===== src/rtl/ea_index_unit_if.sv =====
// Handshake/bus bundle between the 6502 sequencer and the effective-address indexing stage.
// Ports: start/mode/base_l/base_h/index flow sequencer -> unit;
//        addr_l/addr_h/load_l/load_h/h_inc/busy/done/page_cross/extra_cycle flow unit -> sequencer/register.
interface ea_index_unit_if;
  logic       start;
  logic [1:0] mode;
  logic [7:0] base_l;
  logic [7:0] base_h;
  logic [7:0] index;
  logic [7:0] addr_l;
  logic [7:0] addr_h;
  logic       load_l;
  logic       load_h;
  logic       h_inc;
  logic       busy;
  logic       done;
  logic       page_cross;
  logic       extra_cycle;

  // Sequencer side: issues requests, observes results.
  modport master (
    output start, mode, base_l, base_h, index,
    input  addr_l, addr_h, load_l, load_h, h_inc, busy, done, page_cross, extra_cycle
  );

  // Indexing unit side.
  modport slave (
    input  start, mode, base_l, base_h, index,
    output addr_l, addr_h, load_l, load_h, h_inc, busy, done, page_cross, extra_cycle
  );
endinterface


===== src/rtl/ea_index_unit.sv =====
// Effective-address indexing: base + 8-bit index loaded into the D/T address register, with high-byte fix-up on carry.
// Latency: done 1 cycle after accept (no fix-up) or 2 cycles (fix-up / forced extra cycle in mode 01).
// Backpressure: none; start is only accepted in IDLE or DONE and is ignored while busy.
// Ports: clk, rst (async, active-high), eif (slave modport): start/mode/base_l/base_h/index in;
//        addr_l/addr_h + load_l/load_h/h_inc strobes to the register, busy/done/page_cross/extra_cycle status out.
module ea_index_unit (
  input  logic          clk,
  input  logic          rst,
  ea_index_unit_if.slave eif
);

  typedef enum logic [1:0] {
    S_IDLE,
    S_LOAD,
    S_FIX,
    S_DONE
  } state_t;

  localparam logic [1:0] MODE_ABS_X     = 2'b00;
  localparam logic [1:0] MODE_ABS_X_STR = 2'b01;
  localparam logic [1:0] MODE_ZP_X      = 2'b10;
  localparam logic [1:0] MODE_ABS       = 2'b11;

  state_t     state;
  logic [1:0] mode_q;
  logic [8:0] sum9_q;
  logic [7:0] base_h_q;
  logic       page_cross_q;
  logic       extra_cycle_q;

  logic       accept;
  logic [7:0] index_eff;
  logic [8:0] sum9_d;
  logic       carry;

  assign accept    = eif.start && ((state == S_IDLE) || (state == S_DONE));
  // Unindexed absolute addressing ignores whatever sits on the index bus.
  assign index_eff = (eif.mode == MODE_ABS) ? 8'h00 : eif.index;
  assign sum9_d    = {1'b0, eif.base_l} + {1'b0, index_eff};
  // Zero-page indexing wraps inside page 0, so its carry is discarded (mode[1] covers modes 10 and 11).
  assign carry     = sum9_q[8] & ~mode_q[1];

  always_ff @(posedge clk or posedge rst) begin
    if (rst) begin
      state         <= S_IDLE;
      mode_q        <= MODE_ABS_X;
      sum9_q        <= 9'd0;
      base_h_q      <= 8'h00;
      page_cross_q  <= 1'b0;
      extra_cycle_q <= 1'b0;
    end else if (accept) begin
      // Covers both IDLE and the back-to-back case from DONE.
      mode_q        <= eif.mode;
      sum9_q        <= sum9_d;
      base_h_q      <= eif.base_h;
      page_cross_q  <= 1'b0;
      extra_cycle_q <= 1'b0;
      state         <= S_LOAD;
    end else begin
      case (state)
        S_LOAD: begin
          page_cross_q <= carry;
          // Stores/RMW always spend the extra cycle so bus timing does not depend on the data.
          state        <= (carry || (mode_q == MODE_ABS_X_STR)) ? S_FIX : S_DONE;
        end
        S_FIX: begin
          extra_cycle_q <= 1'b1;
          state         <= S_DONE;
        end
        S_DONE:  state <= S_IDLE;
        default: state <= S_IDLE;
      endcase
    end
  end

  // Address bytes come straight from the latched operands: stable through LOAD, zero after reset.
  assign eif.addr_l      = sum9_q[7:0];
  assign eif.addr_h      = (mode_q == MODE_ZP_X) ? 8'h00 : base_h_q;
  // Strobes are decoded from state so an async reset kills them immediately.
  assign eif.load_l      = (state == S_LOAD);
  assign eif.load_h      = (state == S_LOAD);
  assign eif.h_inc       = (state == S_FIX) && carry;
  assign eif.busy        = (state == S_LOAD) || (state == S_FIX);
  assign eif.done        = (state == S_DONE);
  assign eif.page_cross  = page_cross_q;
  assign eif.extra_cycle = extra_cycle_q;

endmodule


===== src/flat_wrapper.sv =====
// flat-port wrapper written by rule: the top's interface ports become plain ports
module ea_index_unit_flat 
  (clk, rst, eif_start, eif_mode, eif_base_l, eif_base_h, eif_index, eif_addr_l, eif_addr_h, eif_load_l, eif_load_h, eif_h_inc, eif_busy, eif_done, eif_page_cross, eif_extra_cycle);
  ea_index_unit_if eif_i ();
  input  logic clk;
  input  logic rst;
  input wire logic [$bits(eif_i.start)-1:0] eif_start;
  input wire logic [$bits(eif_i.mode)-1:0] eif_mode;
  input wire logic [$bits(eif_i.base_l)-1:0] eif_base_l;
  input wire logic [$bits(eif_i.base_h)-1:0] eif_base_h;
  input wire logic [$bits(eif_i.index)-1:0] eif_index;
  output wire logic [$bits(eif_i.addr_l)-1:0] eif_addr_l;
  output wire logic [$bits(eif_i.addr_h)-1:0] eif_addr_h;
  output wire logic [$bits(eif_i.load_l)-1:0] eif_load_l;
  output wire logic [$bits(eif_i.load_h)-1:0] eif_load_h;
  output wire logic [$bits(eif_i.h_inc)-1:0] eif_h_inc;
  output wire logic [$bits(eif_i.busy)-1:0] eif_busy;
  output wire logic [$bits(eif_i.done)-1:0] eif_done;
  output wire logic [$bits(eif_i.page_cross)-1:0] eif_page_cross;
  output wire logic [$bits(eif_i.extra_cycle)-1:0] eif_extra_cycle;
  assign eif_i.start = eif_start;
  assign eif_i.mode = eif_mode;
  assign eif_i.base_l = eif_base_l;
  assign eif_i.base_h = eif_base_h;
  assign eif_i.index = eif_index;
  assign eif_addr_l = eif_i.addr_l;
  assign eif_addr_h = eif_i.addr_h;
  assign eif_load_l = eif_i.load_l;
  assign eif_load_h = eif_i.load_h;
  assign eif_h_inc = eif_i.h_inc;
  assign eif_busy = eif_i.busy;
  assign eif_done = eif_i.done;
  assign eif_page_cross = eif_i.page_cross;
  assign eif_extra_cycle = eif_i.extra_cycle;
  ea_index_unit u_core (.clk(clk), .rst(rst), .eif(eif_i));
endmodule

===== config.mk =====
export PLATFORM = sky130hd
export DESIGN_NAME = ea_index_unit_flat
export DESIGN_NICKNAME = d
export VERILOG_FILES = /design/src/rtl/ea_index_unit_if.sv /design/src/rtl/ea_index_unit.sv /design/src/flat_wrapper.sv
export SDC_FILE = /design/constraint.sdc
export NUM_CORES = 1
export LEC_CHECK = 0
export ABC_AREA = 1
export CAP_MARGIN = 20
export CORE_MARGIN = 5
export CORE_UTILIZATION = 45
export CTS_CLUSTER_DIAMETER = 30
export DETAILED_ROUTE_END_ITERATION = 10
export PLACE_DENSITY = 0.8
export SLEW_MARGIN = 30
export SYNTH_ARGS = -nofsm -noshare
export SYNTH_HDL_FRONTEND = slang
export SYNTH_SLANG_ARGS = --single-unit

===== constraint.sdc =====
create_clock -name clk -period 2.1 [get_ports clk]
set_input_delay 0.63 -clock clk [delete_from_list [all_inputs] [get_ports clk]]
set_output_delay 0.63 -clock clk [all_outputs]
set_load 0.05 [all_outputs]

After elaboration in Yosys (flattened, before gate mapping)
Index checks and enable logic that the tools add are counted.
- register bits: 23
- bits of input ports: 29
- add/subtract/negate cells: 1
- equality and inequality tests: 6
- muxes and demuxes: 9
- bitwise gates (word level): 2
- reduce and logical (&&, ||, !) cells: 8
- operators with widths (operator ; number):
    $mux W8 ; 2
    $add A8 B8 Y9 ; 1
    $eq A2 B2 Y1 const B ; 4
    $mux W1 ; 5
    $eq A2 B1 Y1 const B ; 2
    $pmux W2 S2 ; 1
    $reduce_bool A2 Y1 ; 2
    $logic_or A1 B1 Y1 ; 3
    $logic_and A1 B1 Y1 ; 2
    $logic_not A2 Y1 ; 1
    $mux W2 ; 1
    $and A1 B1 Y1 ; 1
    $not A1 Y1 ; 1

Depth between registers and ports, before layout
- depth after elaboration: 6
- gate-level depth with buffers: 12
- depth with buffers taken out: 12

Least setup slack after synthesis
OpenSTA, ideal clock, no wires.
- path type: in2reg
- from: input port eif_mode[1]
- to: register u_core.sum9_q[6]
- data arrival time: 1.867 ns
- required time: 1.983 ns
- path slack: 0.116 ns
- cell stages on the path: 11
- cell sequence: nand2_1 > inv_1 > nor2_1 > ha_1 > fa_1 > nand2_1 > nand2_1 > nand3_2 > nand3b_1 > nand3_1 > nand2_1
- longest elaborated chain between the ends: 3
- RTL lines (what ; RTL line ; RTL):
    from (decl) ; flat_wrapper.sv:8 ; input wire logic [$bits(eif_i.mode)-1:0] eif_mode;
    $eq A2 B2 Y1 ; ea_index_unit.sv:38 ; assign index_eff = (eif.mode == MODE_ABS) ? 8'h00 : eif.index;
    $mux W8 ; ea_index_unit.sv:38 ;
    $add A8 B8 Y9 ; ea_index_unit.sv:39 ; assign sum9_d = {1'b0, eif.base_l} + {1'b0, index_eff};
    to (signal assigned) ; ea_index_unit.sv:54 ; sum9_q <= sum9_d;
    to (decl) ; ea_index_unit.sv:26 ; logic [8:0] sum9_q;
Every way passes these cells.
A chain may end at the register's enable or synchronous reset.

Worst setup path after layout
- from: register u_core.state[0]
- to: output port eif_h_inc
- longest elaborated chain between the ends: 2
- RTL lines (what ; RTL line ; RTL):
    from (decl) ; ea_index_unit.sv:24 ; state_t state;
    from (signal assigned) ; ea_index_unit.sv:64 ; state <= (carry || (mode_q == MODE_ABS_X_STR)) ? S_FIX : S_DONE;
    $eq A2 B2 Y1 ; ea_index_unit.sv:82 ; assign eif.h_inc = (state == S_FIX) && carry;
    $logic_and A1 B1 Y1 ; ea_index_unit.sv:82 ;
    to (decl) ; flat_wrapper.sv:16 ; output wire logic [$bits(eif_i.h_inc)-1:0] eif_h_inc;
Every way passes these cells.

==> impl_summary.txt <==
----------------------------------------------------
[Status]
  Result of the run ... completed

[Critical path]
  Top delay family on crit path ... flip-flops
  Startpoint types ... flop
  Crit path DAT ... approximately 1.4 ns
  Crit-path most repeated cell ... sky130_fd_sc_hd__inv_1
  Register-to-Register Setup Slack ... between 0.7 and 0.8 ns
  Crit path capture type ... output pin
  Master of the slowest instance on the critical path ... sky130_fd_sc_hd__dfrtp_1
  End of the worst register-to-register path ... u_core.sum9_q[8]
  CP Buf/Inv Count ... 3
  Critical Path RT ... between 1 and 1.5 ns
  Worst stage delay on the critical path ... 0.42 ns
  Category of the most critical setup path ... flop to output pin
  Worst r2r path cells ... 7
  Worst-path maximum fanout ... 3
  Crit Reg-Reg Startpoint ... u_core.state[0]
  Chain of cells forming the critical path ... inv_1, ha_1, inv_1, nor2_1, buf_12

[STA]
  Setup TNS ... 0 ns
  Final setup fails ... 0
  Maximum achievable frequency ... approximately 500 MHz
  Post-layout min period ... 1.991 ns
  RSZ-0062 raised after global routing ... no
  Final period utilization ... a little over nine tenths
  Worst relative slew slack ... approximately 77%
  Slew of the pin with the lowest slew margin ... roughly 0.34 ns
  Post-route setup slack ... roughly 0.11 ns
  Number of max-slew violations in the final report ... 0
  Clock tree skew after final layout ... around 0.0023 ns
  Endpoints failing hold ... 0

[Global route]
  Total routing resource utilization after global routing ... around 15%
  Number of antenna violations at the first check in global routing ... 0
  Pin count of the biggest net entering global routing ... 24
  Global-route wire length before repair ... slightly above 5 mm
  Vias in the first global route ... between 1000 and 1500
  GR Overflow Total ... 0

[Floorplanning]
  Core outline area ... ~3100 sq um
  Total Die Area ... between 4000 and 5000 sq um
  Die Width ... slightly below 70 microns
  Row cnt ... 20
  Count of boundary I/O pins ... 52
  Initial core utilization ... a little under half
  Die outline height ... around 67 microns

[Routing]
  Number of remaining DRC errors ... 0
  DR WL/cell ... between 10 and 15 microns
  Total length of routed met3 wires ... 176 microns
  Vias per cell ... roughly 4.5
  WL met2 ... between 1.5 and 2 mm
  Antenna-violating nets left ... 0
  DRT iter0 DRCs ... 48
  Final wirelength ... between 3 and 4 mm
  Top metal layer carrying routed signals ... met4
  Total number of vias ... roughly 1300
  Drt pass-1 iters ... 4
  M1 wire length ... approximately 1.3 mm

[Placement]
  HPWL after detailed placement ... roughly 2.6 mm
  Post-placement cell count ... around 290
  Number of buffers inserted by port buffering ... 51
  Final weighted congestion in routability-driven placement ... 0.8344
  Worst slack at placement ... -0.4031 ns

[Final layout]
  Diode count ... 0
  Filler cells ... roughly 270
  Most common cell after layout, fill and taps aside ... sky130_fd_sc_hd__nand2_1
  Area of the multi-input gates ... ~700 sq um
  Non-filler cells, final ... 294
  Net count, final ... 292
  Commonest cells after routing, fill and taps aside ... sky130_fd_sc_hd__nand2_1, sky130_fd_sc_hd__inv_1, sky130_fd_sc_hd__buf_4
  Synth-to-layout area growth ... 40.45%
  Layout cells sized above 1 ... ~22%
  Sequential cell area in the final layout ... roughly 580 sq um

[Job]
  Max-capacitance violation count ... 0

[Yosys]
  Biggest area consumer among synthesized cells ... sky130_fd_sc_hd__dfrtp_1
  Synth warn ... 0
  Post-Synthesis Net Count ... roughly 240
  Flip-flop and latch count after synthesis ... 23
  Cell variety after synth ... 22
  Mean area per synthesized cell ... around 7.6 sq um
  Synthesized netlist cell count ... roughly 200
  Area share of the leading cell type in the synthesized netlist ... about two fifths
  Combined area of all synthesized cells ... about 1500 sq um
  Cell types occupying the most area after synthesis ... sky130_fd_sc_hd__dfrtp_1, sky130_fd_sc_hd__nand2_1, sky130_fd_sc_hd__ha_1
  Sequential fraction of the synthesis area ... approximately two fifths

[Clocking]
  Total CTS buffers ... 3
  Clock latency reported for the late side of the worst-skew pair ... ~0.3 ns
  H-tree depth ... 1
  Hold buffer count at CTS ... 0
  CTS clock-pin slew for the worst setup and hold paths ... 0.12 ns
  Clk sink count ... 23
  Number of buffers between clock root and the deepest sink ... 2
  Clock root buffer ... sky130_fd_sc_hd__clkbuf_4
  TritonCTS clock tree ... done

[Min path]
  Worst Hold End ... u_core.sum9_q[7]
  Worst Hold Class ... flop to flop
  Worst hold path depth ... 2
  Min-delay src ... u_core.sum9_q[7]

[Pwr]
  Leakage power ... between 1 and 1.5 nW
  Power Density ... roughly 1500 nW/um^2
  Peak supply drop ... 0.5903 mV

----------------------------------------------------
layout make-up:
class                      instances  share of cell area (%)
multi-input combinational        126                   33.41
inverter                          34                   6.108
sequential                        23                   27.54
tap                               44                   2.635
timing repair buffer              63                   29.04
clock buffer                       4                   1.257
kinds of logic (layout without fill, tap and decap cells):
family	count (synthesis)	in the layout	synth area share [%]
adder cells (fa/ha/maj)	12	12	10.60
buffers and inverters	47	101	15.05
AO/OA/AOI/OAI	22	22	8.326
flip-flops	23	23	38.69
AND/OR/NAND/NOR	92	92	27.33
what timing repair did:
item,4_1_cts,5_1_grt
gates resized for setup,8,0
endpoints found under the setup margin,11,0
setup buffers,2,0
flip-flops by register name, summed over array words and instances (netlist names):
| signal | cells |
|---|---|
| u_core.sum9_q | 9 |
| u_core.base_h_q | 8 |
| u_core.mode_q | 2 |
| u_core.state | 2 |
| u_core.eif.extra_cycle | 1 |
| u_core.eif.page_cross | 1 |
worst min-delay path: stages (launching register included):
cell and delay (ns):
sky130_fd_sc_hd__dfrtp_1 0.36, sky130_fd_sc_hd__nand2_1 0.06, sky130_fd_sc_hd__nand2_1 0.05
cell usage after synthesis, drive strengths merged:
cell type and number:
inv 33, buf 13, dfrtp 23, or2 2, clkinv 1, a21oi 6
nand3b 2, a211oi 1, o21ai 15, nand2 53, nand3 9, nor2 26
fa 1, ha 11
metal layers:
metal / vias up / global-route usage (%)
li1: 699 / -
met1: 589 / 15.38
met2: 27 / 29.04
met3: 2 / 1.830
met4: 0 / 4.557
met5: - / 0
through the flow:
stage	hold slack (ns)	utilization [%]	total power, mW	cell area, sq um
2_1_floorplan	0.4500	-	2.402	1488
3_5_place_dp	0.4704	65.65	3.052	2037
3_3_place_gp	0.4633	65.65	3.015	2037
5_1_grt	0.5204	67.34	3.432	2090
4_1_cts	0.5009	67.34	3.260	2090
6_report	0.4955	67.34	3.229	2090
how the worst max path moves through the flow:
stage	slack [ns]	end	start	cells after the start
global placement	-0.36	u_core.sum9_q[6]	eif_mode[1]	12
floorplan	0.12	u_core.sum9_q[6]	eif_mode[1]	11
CTS	0.09	eif_h_inc	u_core.state[0]	5
detailed placement	-0.40	u_core.sum9_q[6]	eif_mode[1]	12
global route	0.02	eif_h_inc	u_core.state[0]	5
finish	0.11	eif_h_inc	u_core.state[0]	5
where the power goes:
part | switching, mW | leakage, nW | internal, mW | total (mW)
sequential | 0.0992 | 0.281 | 0.665 | 0.764
combinational | 1.48 | 0.817 | 0.787 | 2.26
clock | 0.126 | 0.0150 | 0.0739 | 0.200
Power figures use the tool's default switching activity.
